## src/rtl/rb_reg_bank.sv

```systemverilog
// Register bank on the generic register bus: CTRL, STATUS, IRQ_STAT (W1C), IRQ_EN, SCRATCH
// and a saturating event counter, with one-shot SYNC acknowledges per read/write access.
module rb_reg_bank #(
    parameter int unsigned IRQ_W    = 8,
    parameter int unsigned CNT_W    = 16,
    parameter logic [31:0] CTRL_RST = 32'h0000_0000
) (
    input  logic             clk,
    input  logic             reset,
    input  logic             rstrobe,
    input  logic [7:0]       raddr,
    output logic [31:0]      rdata,
    output logic             rack,
    output logic             raddrerr,
    input  logic             wstrobe,
    input  logic [7:0]       waddr,
    input  logic [31:0]      wdata,
    output logic             wack,
    output logic             waddrerr,
    input  logic [31:0]      status_i,
    input  logic [IRQ_W-1:0] irq_src_i,
    input  logic             evt_i,
    output logic [31:0]      ctrl_o,
    output logic             irq_o
);

    localparam int unsigned DATA_W = 32;
    localparam int unsigned ADDR_W = 8;
    localparam int unsigned IDX_W  = ADDR_W - 2;

    localparam logic [IDX_W-1:0] IDX_CTRL     = IDX_W'(0);
    localparam logic [IDX_W-1:0] IDX_STATUS   = IDX_W'(1);
    localparam logic [IDX_W-1:0] IDX_IRQ_STAT = IDX_W'(2);
    localparam logic [IDX_W-1:0] IDX_IRQ_EN   = IDX_W'(3);
    localparam logic [IDX_W-1:0] IDX_SCRATCH  = IDX_W'(4);
    localparam logic [IDX_W-1:0] IDX_CNT      = IDX_W'(5);

    logic [DATA_W-1:0] status_q;
    logic [DATA_W-1:0] scratch_q;
    logic [IRQ_W-1:0]  irq_stat_q;
    logic [IRQ_W-1:0]  irq_en_q;
    logic [IRQ_W-1:0]  irq_prev_q;
    logic [CNT_W-1:0]  cnt_q;

    // A "done" flag per direction keeps a strobe held past its ack from re-firing.
    logic rdone_q;
    logic wdone_q;
    logic rd_fire;
    logic wr_fire;

    assign rd_fire = rstrobe & ~rack & ~rdone_q;
    assign wr_fire = wstrobe & ~wack & ~wdone_q;

    logic [DATA_W-1:0] rd_val;
    logic              rd_err;

    always_comb begin
        rd_val = '0;
        rd_err = 1'b0;
        if (raddr[1:0] != 2'b00) begin
            rd_err = 1'b1;
        end else begin
            case (raddr[ADDR_W-1:2])
                IDX_CTRL:     rd_val = ctrl_o;
                IDX_STATUS:   rd_val = status_q;
                IDX_IRQ_STAT: rd_val = DATA_W'(irq_stat_q);
                IDX_IRQ_EN:   rd_val = DATA_W'(irq_en_q);
                IDX_SCRATCH:  rd_val = scratch_q;
                IDX_CNT:      rd_val = DATA_W'(cnt_q);
                default:      rd_err = 1'b1;
            endcase
        end
    end

    logic wr_err;
    logic we_ctrl;
    logic we_stat;
    logic we_en;
    logic we_scratch;
    logic we_cnt;

    // STATUS is read-only, so a write to it falls into the error default.
    always_comb begin
        wr_err     = 1'b0;
        we_ctrl    = 1'b0;
        we_stat    = 1'b0;
        we_en      = 1'b0;
        we_scratch = 1'b0;
        we_cnt     = 1'b0;
        if (wr_fire) begin
            if (waddr[1:0] != 2'b00) begin
                wr_err = 1'b1;
            end else begin
                case (waddr[ADDR_W-1:2])
                    IDX_CTRL:     we_ctrl    = 1'b1;
                    IDX_IRQ_STAT: we_stat    = 1'b1;
                    IDX_IRQ_EN:   we_en      = 1'b1;
                    IDX_SCRATCH:  we_scratch = 1'b1;
                    IDX_CNT:      we_cnt     = 1'b1;
                    default:      wr_err     = 1'b1;
                endcase
            end
        end
    end

    logic [IRQ_W-1:0] irq_rise;
    logic [IRQ_W-1:0] irq_clr;

    assign irq_rise = irq_src_i & ~irq_prev_q;
    assign irq_clr  = we_stat ? wdata[IRQ_W-1:0] : '0;

    // Read handshake: data and error are captured on the firing edge and shown with rack.
    always_ff @(posedge clk or posedge reset) begin
        if (reset) begin
            rack     <= 1'b0;
            rdone_q  <= 1'b0;
            rdata    <= '0;
            raddrerr <= 1'b0;
        end else begin
            rack     <= rd_fire;
            rdone_q  <= rstrobe & (rdone_q | rd_fire);
            rdata    <= rd_fire ? rd_val : '0;
            raddrerr <= rd_fire & rd_err;
        end
    end

    always_ff @(posedge clk or posedge reset) begin
        if (reset) begin
            wack     <= 1'b0;
            wdone_q  <= 1'b0;
            waddrerr <= 1'b0;
        end else begin
            wack     <= wr_fire;
            wdone_q  <= wstrobe & (wdone_q | wr_fire);
            waddrerr <= wr_fire & wr_err;
        end
    end

    always_ff @(posedge clk or posedge reset) begin
        if (reset) begin
            ctrl_o    <= CTRL_RST;
            scratch_q <= '0;
            irq_en_q  <= '0;
            status_q  <= '0;
        end else begin
            status_q <= status_i;
            if (we_ctrl)    ctrl_o    <= wdata;
            if (we_scratch) scratch_q <= wdata;
            if (we_en)      irq_en_q  <= wdata[IRQ_W-1:0];
        end
    end

    // A new edge in the same cycle as a W1C clear wins over the clear.
    always_ff @(posedge clk or posedge reset) begin
        if (reset) begin
            irq_prev_q <= '0;
            irq_stat_q <= '0;
            irq_o      <= 1'b0;
        end else begin
            irq_prev_q <= irq_src_i;
            irq_stat_q <= (irq_stat_q & ~irq_clr) | irq_rise;
            irq_o      <= |(irq_stat_q & irq_en_q);
        end
    end

    always_ff @(posedge clk or posedge reset) begin
        if (reset) begin
            cnt_q <= '0;
        end else if (we_cnt) begin
            cnt_q <= '0;
        end else if (evt_i && (cnt_q != {CNT_W{1'b1}})) begin
            cnt_q <= cnt_q + CNT_W'(1);
        end
    end

endmodule

```

## config.mk

```make
export PLATFORM = sky130hd
export DESIGN_NAME = rb_reg_bank
export DESIGN_NICKNAME = d
export VERILOG_FILES = /design/src/rtl/rb_reg_bank.sv
export SDC_FILE = /design/constraint.sdc
export NUM_CORES = 1
export LEC_CHECK = 0
export CAP_MARGIN = 20
export CORE_MARGIN = 4
export CORE_UTILIZATION = 50
export CTS_CLUSTER_DIAMETER = 150
export CTS_CLUSTER_SIZE = 30
export DETAILED_ROUTE_END_ITERATION = 16
export HOLD_SLACK_MARGIN = 0.03
export PLACE_DENSITY = 0.8
export SLEW_MARGIN = 20
export SYNTH_ARGS = -nofsm -noshare
export SYNTH_HDL_FRONTEND = slang
export SYNTH_SLANG_ARGS = --single-unit
```

## constraint.sdc

```tcl
create_clock -name clk -period 8.8 [get_ports clk]
set_clock_uncertainty 0.2 [all_clocks]
set_input_delay 1.76 -clock clk [delete_from_list [all_inputs] [get_ports clk]]
set_output_delay 1.76 -clock clk [all_outputs]
set_load 0.02 [all_outputs]
```

---- Word-level counts from Yosys, hierarchy flattened ----
Index checks and enable logic that the tools add are counted.
W data, S select, Z words.
operators by class
  reductions and logical operators ........ 9
  mux-type cells .......................... 26
  bitwise logic cells ..................... 20
  add/sub/neg operators ................... 1
  equality and inequality tests ........... 10
operator list
  cell                     count
  $pmux W32 S6             1
  $mux W32                 2
  $mux W16                 2
  $and A8 B8 Y8            3
  $eq A6 B2 Y1 const B     4
  $eq A6 B3 Y1 const B     4
  $mux W1                  20
  $add A16 B1 Y16 const B  1
  $ne A16 B16 Y1 const B   1
  $not A8 Y8               2
  $logic_not A6 Y1         2
  $and A1 B1 Y1            8
  $mux W8                  1
  $or A8 B8 Y8             1
  $reduce_or A8 Y1         1
  $eq A6 B1 Y1 const B     1
  $reduce_bool A2 Y1       3
  $reduce_or A6 Y1         1
  $reduce_or A5 Y1         1
  $not A1 Y1               4
  $or A1 B1 Y1             2
  $logic_and A1 B1 Y1      1
word-level totals
  input bits .............................. 93
  register bits ........................... 175
  output and inout bits ................... 69

---- Depth between registers and ports, before layout ----
Gate-level depths: netlist (run 1).
  depth in word-level cells ............... 8
  gate-level depth with buffers ........... 6

---- Worst setup path after synthesis (run 1) ----
Ideal clock, no wire load.
  path kind ............................... input port to flip-flop
  start point ............................. input wstrobe
  end point ............................... register ctrl_o[0]
  stages on the path ...................... 6
  data arrival time ....................... 3.326 ns
  path slack .............................. 5.149 ns
  library setup time ...................... 0.125 ns
  data required time ...................... 8.475 ns
  cells stage by stage .................... or3b_4 > nor4_4 > and3_1 > buf_6 > buf_12 > mux2_4
between the ends
  longest elaborated chain between the ends .. 3
RTL lines
  element                      line  text
  start: declaration           15    input logic wstrobe,
  $and A1 B1 Y1 (2 in series)  52    assign wr_fire = wstrobe & ~wack & ~wdone_q;
  $mux W1                      90    if (wr_fire) begin
  end signal: assignment       147   if (we_ctrl) ctrl_o <= wdata;
  end: declaration             23    output logic [31:0] ctrl_o,
No other way between the ends.
A chain may end at the register's enable or synchronous reset.

---- Worst setup path in the final report (run 1) ----
  start point ............................. input wstrobe
  end point ............................... register ctrl_o[31]
Same word-level chain as after synthesis.

==> impl_metrics.env, run 1 <==
export IMPL_synthFlopType="dfrtp_1"
export IMPL_drtAntennaViolNets=0
export IMPL_coreArea_sq_um=13900
export IMPL_status="complete, no violations"
export IMPL_wl_um=18200
export IMPL_cts_resized_gates=0
export IMPL_grt_overflow=0
export IMPL_slew_violations=0
export IMPL_worst_slack_ps=4280
export IMPL_final_cell_area_sq_um=9450
export IMPL_worstSetupPathType="in -> reg"
export IMPL_start_util=0.514
export IMPL_postLayoutCoreUtil=0.678
export IMPL_synth_edf_count=0
export IMPL_ys_top_cells_by_area="dfrtp_1, mux2_4, a222oi_1, a22oi_1, a21oi_1"
export IMPL_drt_pass1_iter_count=5
export IMPL_grt_pass1_vias=5324
export IMPL_place_area_sq_um=8880
export IMPL_yosys_cell_types_count=48
export IMPL_route_detailed_drc=0
export IMPL_clkSlewWorstSetupHoldPaths_ps=60
export IMPL_io_pins=162
export IMPL_synth_top_cell_area_share=0.611
export IMPL_post_place_ws_ps=3850
export IMPL_post_route_period_util=0.513
export IMPL_p_per_area_nw_per_um2=182
export IMPL_dp_hpwl_um=12400
export IMPL_viasPerCell=5.90
export IMPL_initialDrtViolationCount=527
export IMPL_cp_data_required_time_ps=8900
export IMPL_hold_path_class="reg -> reg"
export IMPL_cts_tree="yes"
export IMPL_synth_seq_area_share=0.611
export IMPL_io_buffers=161
export IMPL_layout_commonest_cell="dfrtp_1"
export IMPL_tns_ps=0
export IMPL_cts_setup_buffers=0
export IMPL_numCtsBuffers=17
export IMPL_clock_sinks=175
export IMPL_fmax_mhz=221
export IMPL_nets=759
export IMPL_grt_total_usage=0.228
export IMPL_fp_row_count=43
export IMPL_slew_headroom=0.249
export IMPL_final_cells=858
export IMPL_synth_seq_cells=175
export IMPL_syn_to_final_growth_pct=31.8
export IMPL_finalWeightedCongestion=0.849
export IMPL_p_leak_nw=4.17
export IMPL_ys_warn_count=0
export IMPL_yosysTopAreaCell="dfrtp_1"
export IMPL_place_inst=826
export IMPL_syn_nets=598
export IMPL_drive_gt1_frac=0.176
export IMPL_hold_violations=0
export IMPL_crit_arrival_ps=4620
export IMPL_start_kind="input pin"
export IMPL_crit_path_end_kind="flop"
export IMPL_rsz0062_at_grt="false"
export IMPL_cts_htree_levels=4
export IMPL_worst_pin_slew_ps=1130
export IMPL_dieHeight_um=128
export IMPL_max_clock_path_buffers=2
export IMPL_wl_per_cell_um=21.2
export IMPL_cts_root_buf="clkbuf_16"
export IMPL_avgSynthCellArea_sq_um=14.2
export IMPL_die_w_um=128
export IMPL_async_flop_share=1.00
export IMPL_final_cell_mix="dfrtp_1, clkdlybuf4s50_1, mux2_4"
export IMPL_max_cap_violations=0
export IMPL_fp_dieArea_sq_um=16300
export IMPL_netlist_area_sq_um=7170
export IMPL_grt_pass1_wl_um=28800
export IMPL_finalSetupViolCount=0
export IMPL_antenna_found_initial=1
export IMPL_cp_max_fo=32
export IMPL_grt_max_degree=96
export IMPL_synth_cells=504
export IMPL_vdd_ir_drop_max_mv=0.129
export IMPL_cts_hold_buf=0
export IMPL_fin_crit_ps=4520
export IMPL_vias=5064
export IMPL_clock_latency_ps=420
[area by class of cell]
class                           count  area (sq um)
Timing Repair Buffer              167          1660
Tap cell                          180           225
Antenna cell                        1          2.50
Clock inverter                      9          85.1
Fill cell                         935          4490
Clock buffer                       22           474
Multi-Input combinational cell    290          2560
Inverter                           14          57.6
Sequential cell                   175          4380
[power breakdown]
group,internal (mW),total (mW),switching [mW]
sequential,0.836,0.866,0.0295
clock,0.411,0.715,0.304
combinational,0.0748,0.140,0.0651
total,1.32,1.72,0.399
[sequential cells by signal, indices dropped and copies added, names as in the netlist]
name	cells
status_q	32
cnt_q	16
irq_o	1
rack	1
irq_stat_q	8
rdone_q	1
wack	1
scratch_q	32
waddrerr	1
raddrerr	1
irq_en_q	8
ctrl_o	32
wdone_q	1
rdata	32
irq_prev_q	8
[cell usage after synthesis (2+ instances only)]
library cell and count:
nand2b_1 2, buf_6 4, mux2i_1 12, nor2_1 23, nor4_1 2, nand4_1 6
buf_12 3, inv_1 14, clkbuf_1 6, o22a_1 4, a222oi_1 20, buf_1 2
or4_1 6, buf_4 2, and3_1 3, a22o_1 8, nor3_1 5, a21oi_1 31
and4_1 2, nand3_1 14, a2bb2oi_1 4, a22oi_1 24, dfrtp_1 175, o31ai_1 7
a21boi_0 2, or4_4 2, nor3_2 2, mux2_2 12, or3_1 9, o21ai_0 7
nand2_1 8, buf_2 8, mux2_4 60
[through the flow]
| stage | power (mW) | hold WS, ps |
|---|---|---|
| 6_report | 1.72 | 296 |
| 3_3_place_gp | 1.01 | 249 |
| 5_1_grt | 1.78 | 305 |
| 3_5_place_dp | 1.02 | 284 |
| 2_1_floorplan | 0.934 | 226 |
| 4_1_cts | 1.73 | 300 |
[layer usage]
| metal | routed length, um | share of wire | global-route usage |
|---|---|---|---|
| met1 | 7410 | 0.41 | 0.291 |
| met2 | 9580 | 0.53 | 0.392 |
| met3 | 973 | 0.053 | 0.0500 |
| met4 | 239 | 0.013 | 0.0662 |
| met5 | 0 | 0 | 0 |
[logic make-up (layout without fill, tap and decap cells)]
kind of cell	after synthesis	after routing	synth area share
adder cells (fa/ha/maj)	1	1	0.00175
AND/OR/NAND/NOR	93	93	0.0780
AO/OA/AOI/OAI	112	112	0.114
other	0	1	0
buffers and inverters	39	212	0.0339
flip-flops	175	175	0.611
multiplexers	84	84	0.161
[worst paths after layout]
path,startpoint,end,slack [ps],cells past startpoint
worst max-delay path,wstrobe,ctrl_o[31]$_DFFE_PP0P_,4280,5
worst min-delay path,rdone_q$_DFF_PP0_,rack$_DFF_PP0_,300,1
worst max register to register,wack$_DFF_PP0_,ctrl_o[31]$_DFFE_PP0P_,5660,4
worst min register to register,rdone_q$_DFF_PP0_,rack$_DFF_PP0_,300,1
max in group asynchronous,reset,rack$_DFF_PP0_,5480,3
min in group asynchronous,reset,scratch_q[12]$_DFFE_PP0P_,1700,2
[worst max-delay path: stages]
cell             delay, ps
clkdlybuf4s50_1        470
or3b_4                 400
nor4_4                 460
and3_2                1070
mux2_2                 420
Note: power is estimated with default switching activity, not from simulation.
==> inputs of run 2 (changes only) <==
==> constraint.sdc (replaced) <==
create_clock -name clk -period 4.3 [get_ports clk]
set_clock_uncertainty 0.2 [all_clocks]
set_input_delay 0.86 -clock clk [delete_from_list [all_inputs] [get_ports clk]]
set_output_delay 0.86 -clock clk [all_outputs]
set_load 0.02 [all_outputs]
==> run 2 against run 1 <==
  * Critical path type unchanged
  * Critical endpoint is now ctrl_o[30]$_DFFE_PP0P_
  * Count of clock-buffer cells in the layout decreased by 2
  * Cell count grew 0.70%
  * Core utilization grew 1.0 points
  * Sequential power grew 100%
  * First-iteration DRC count up 14%
==> impl_metrics.env, run 2 (synthesized netlist as in run 1, its figures left out) <==
export IMPL_status="complete, no violations"
export IMPL_place_inst=832
export IMPL_hold_path_class="reg -> reg"
export IMPL_power_internal_mw=2.78
export IMPL_clock_sinks=175
export IMPL_diodes=0
export IMPL_p_seq_frac=0.486
export IMPL_crit_arrival_ps=3370
export IMPL_wl_per_cell_um=21.0
export IMPL_fp_row_count=43
export IMPL_dp_hpwl_um=12700
export IMPL_cts_hold_buf=0
export IMPL_final_cells=864
export IMPL_fin_crit_ps=3250
export IMPL_final_cell_area_sq_um=9590
export IMPL_viasPerCell=5.81
export IMPL_worstSetupPathType="in -> reg"
export IMPL_p_leak_nw=4.24
export IMPL_start_kind="input pin"
export IMPL_cts_tree="yes"
export IMPL_cts_htree_levels=4
export IMPL_io_pins=162
export IMPL_cp_max_fo=24
export IMPL_cts_resized_gates=0
export IMPL_initialDrtViolationCount=603
export IMPL_syn_to_final_growth_pct=33.8
export IMPL_cts_setup_buffers=0
export IMPL_post_route_period_util=0.756
export IMPL_vdd_ir_drop_max_mv=0.314
export IMPL_clkSlewWorstSetupHoldPaths_ps=70
export IMPL_post_place_ws_ps=619
export IMPL_max_clock_path_buffers=2
export IMPL_grt_overflow=0
export IMPL_hold_ws_ps=261
export IMPL_fp_dieArea_sq_um=16300
export IMPL_start_util=0.514
export IMPL_p_per_area_nw_per_um2=380
export IMPL_die_w_um=128
export IMPL_fmax_mhz=307
export IMPL_hold_violations=0
export IMPL_regToRegStartpoint="wack$_DFF_PP0_"
export IMPL_clock_latency_ps=430
export IMPL_dieHeight_um=128
export IMPL_grt_pass1_vias=5257
export IMPL_cts_root_buf="clkbuf_16"
export IMPL_rsz0062_at_grt="false"
export IMPL_numCtsBuffers=17
export IMPL_crit_path_end_kind="flop"
export IMPL_worst_slack_ps=1050
export IMPL_postLayoutCoreUtil=0.688
export IMPL_total_power_mw=3.64
export IMPL_wl_um=18200
export IMPL_coreArea_sq_um=13900
export IMPL_grt_total_usage=0.230
export IMPL_vias=5017
export IMPL_finalWeightedCongestion=0.887
export IMPL_worst_pin_slew_ps=866
export IMPL_clock_power_share=0.435
export IMPL_final_cell_mix="dfrtp_1, clkdlybuf4s50_1, mux2_4"
export IMPL_comb_power_share=0.080
export IMPL_drtAntennaViolNets=0
export IMPL_antenna_found_initial=0
export IMPL_p_sw_mw=0.859
export IMPL_slew_headroom=0.417
export IMPL_grt_pass1_wl_um=28900
export IMPL_drive_gt1_frac=0.186
export IMPL_swShare=0.236
export IMPL_critPathLaunch="wstrobe"
export IMPL_io_buffers=161
export IMPL_cp_data_required_time_ps=4410
export IMPL_finalSetupViolCount=0
export IMPL_slew_violations=0
export IMPL_layout_commonest_cell="dfrtp_1"
export IMPL_route_detailed_drc=0
export IMPL_grt_max_degree=103
export IMPL_fill_cells=938
export IMPL_tns_ps=0
export IMPL_place_area_sq_um=8970
export IMPL_nets=765
export IMPL_drt_pass1_iter_count=8
export IMPL_worstHoldStart="rdone_q$_DFF_PP0_"
export IMPL_max_cap_violations=0
## run 2: power groups by stage
stage	Combinational, mW	Clock (mW)	Sequential (mW)
CTS	0.293	1.61	1.77
finish	0.290	1.58	1.77
detailed placement	0.290	0	1.80
floorplan	0.115	0	1.80
global route	0.316	1.68	1.78
global placement	0.280	0	1.79
## run 2: critical path: stages
cell and delay, ps:
clkdlybuf4s50_1 470, or3b_4 410, nor4_4 470, and3_2 520, buf_12 260, mux2_2 350
## run 2: layout make-up
class,instances,area [sq um],share of cell area
Sequential cell,175,4380,0.457
Multi-Input combinational cell,290,2560,0.267
Timing Repair Buffer,173,1750,0.183
Clock buffer,20,467,0.0487
Tap cell,180,225,0.0235
Clock inverter,12,146,0.0153
Inverter,14,56.3,0.00587
## run 2: routing by layer
layer	vias up	part of all wire	track usage
li1	2232	-	-
met5	-	0	0
met3	30	0.058	0.0600
met2	195	0.53	0.388
met1	2560	0.39	0.287
met4	0	0.021	0.0861
## run 2: path summary, 6_finish.rpt
path,cells after the start,slack [ps],end
setup / recovery,6,1050,ctrl_o[30]$_DFFE_PP0P_
hold / removal,1,260,rack$_DFF_PP0_
setup reg to reg,5,1530,ctrl_o[30]$_DFFE_PP0P_
hold reg to reg,1,260,rack$_DFF_PP0_
max in group asynchronous,3,2720,status_q[6]$_DFF_PP0_
min in group asynchronous,3,730,rdata[16]$_DFF_PP0_
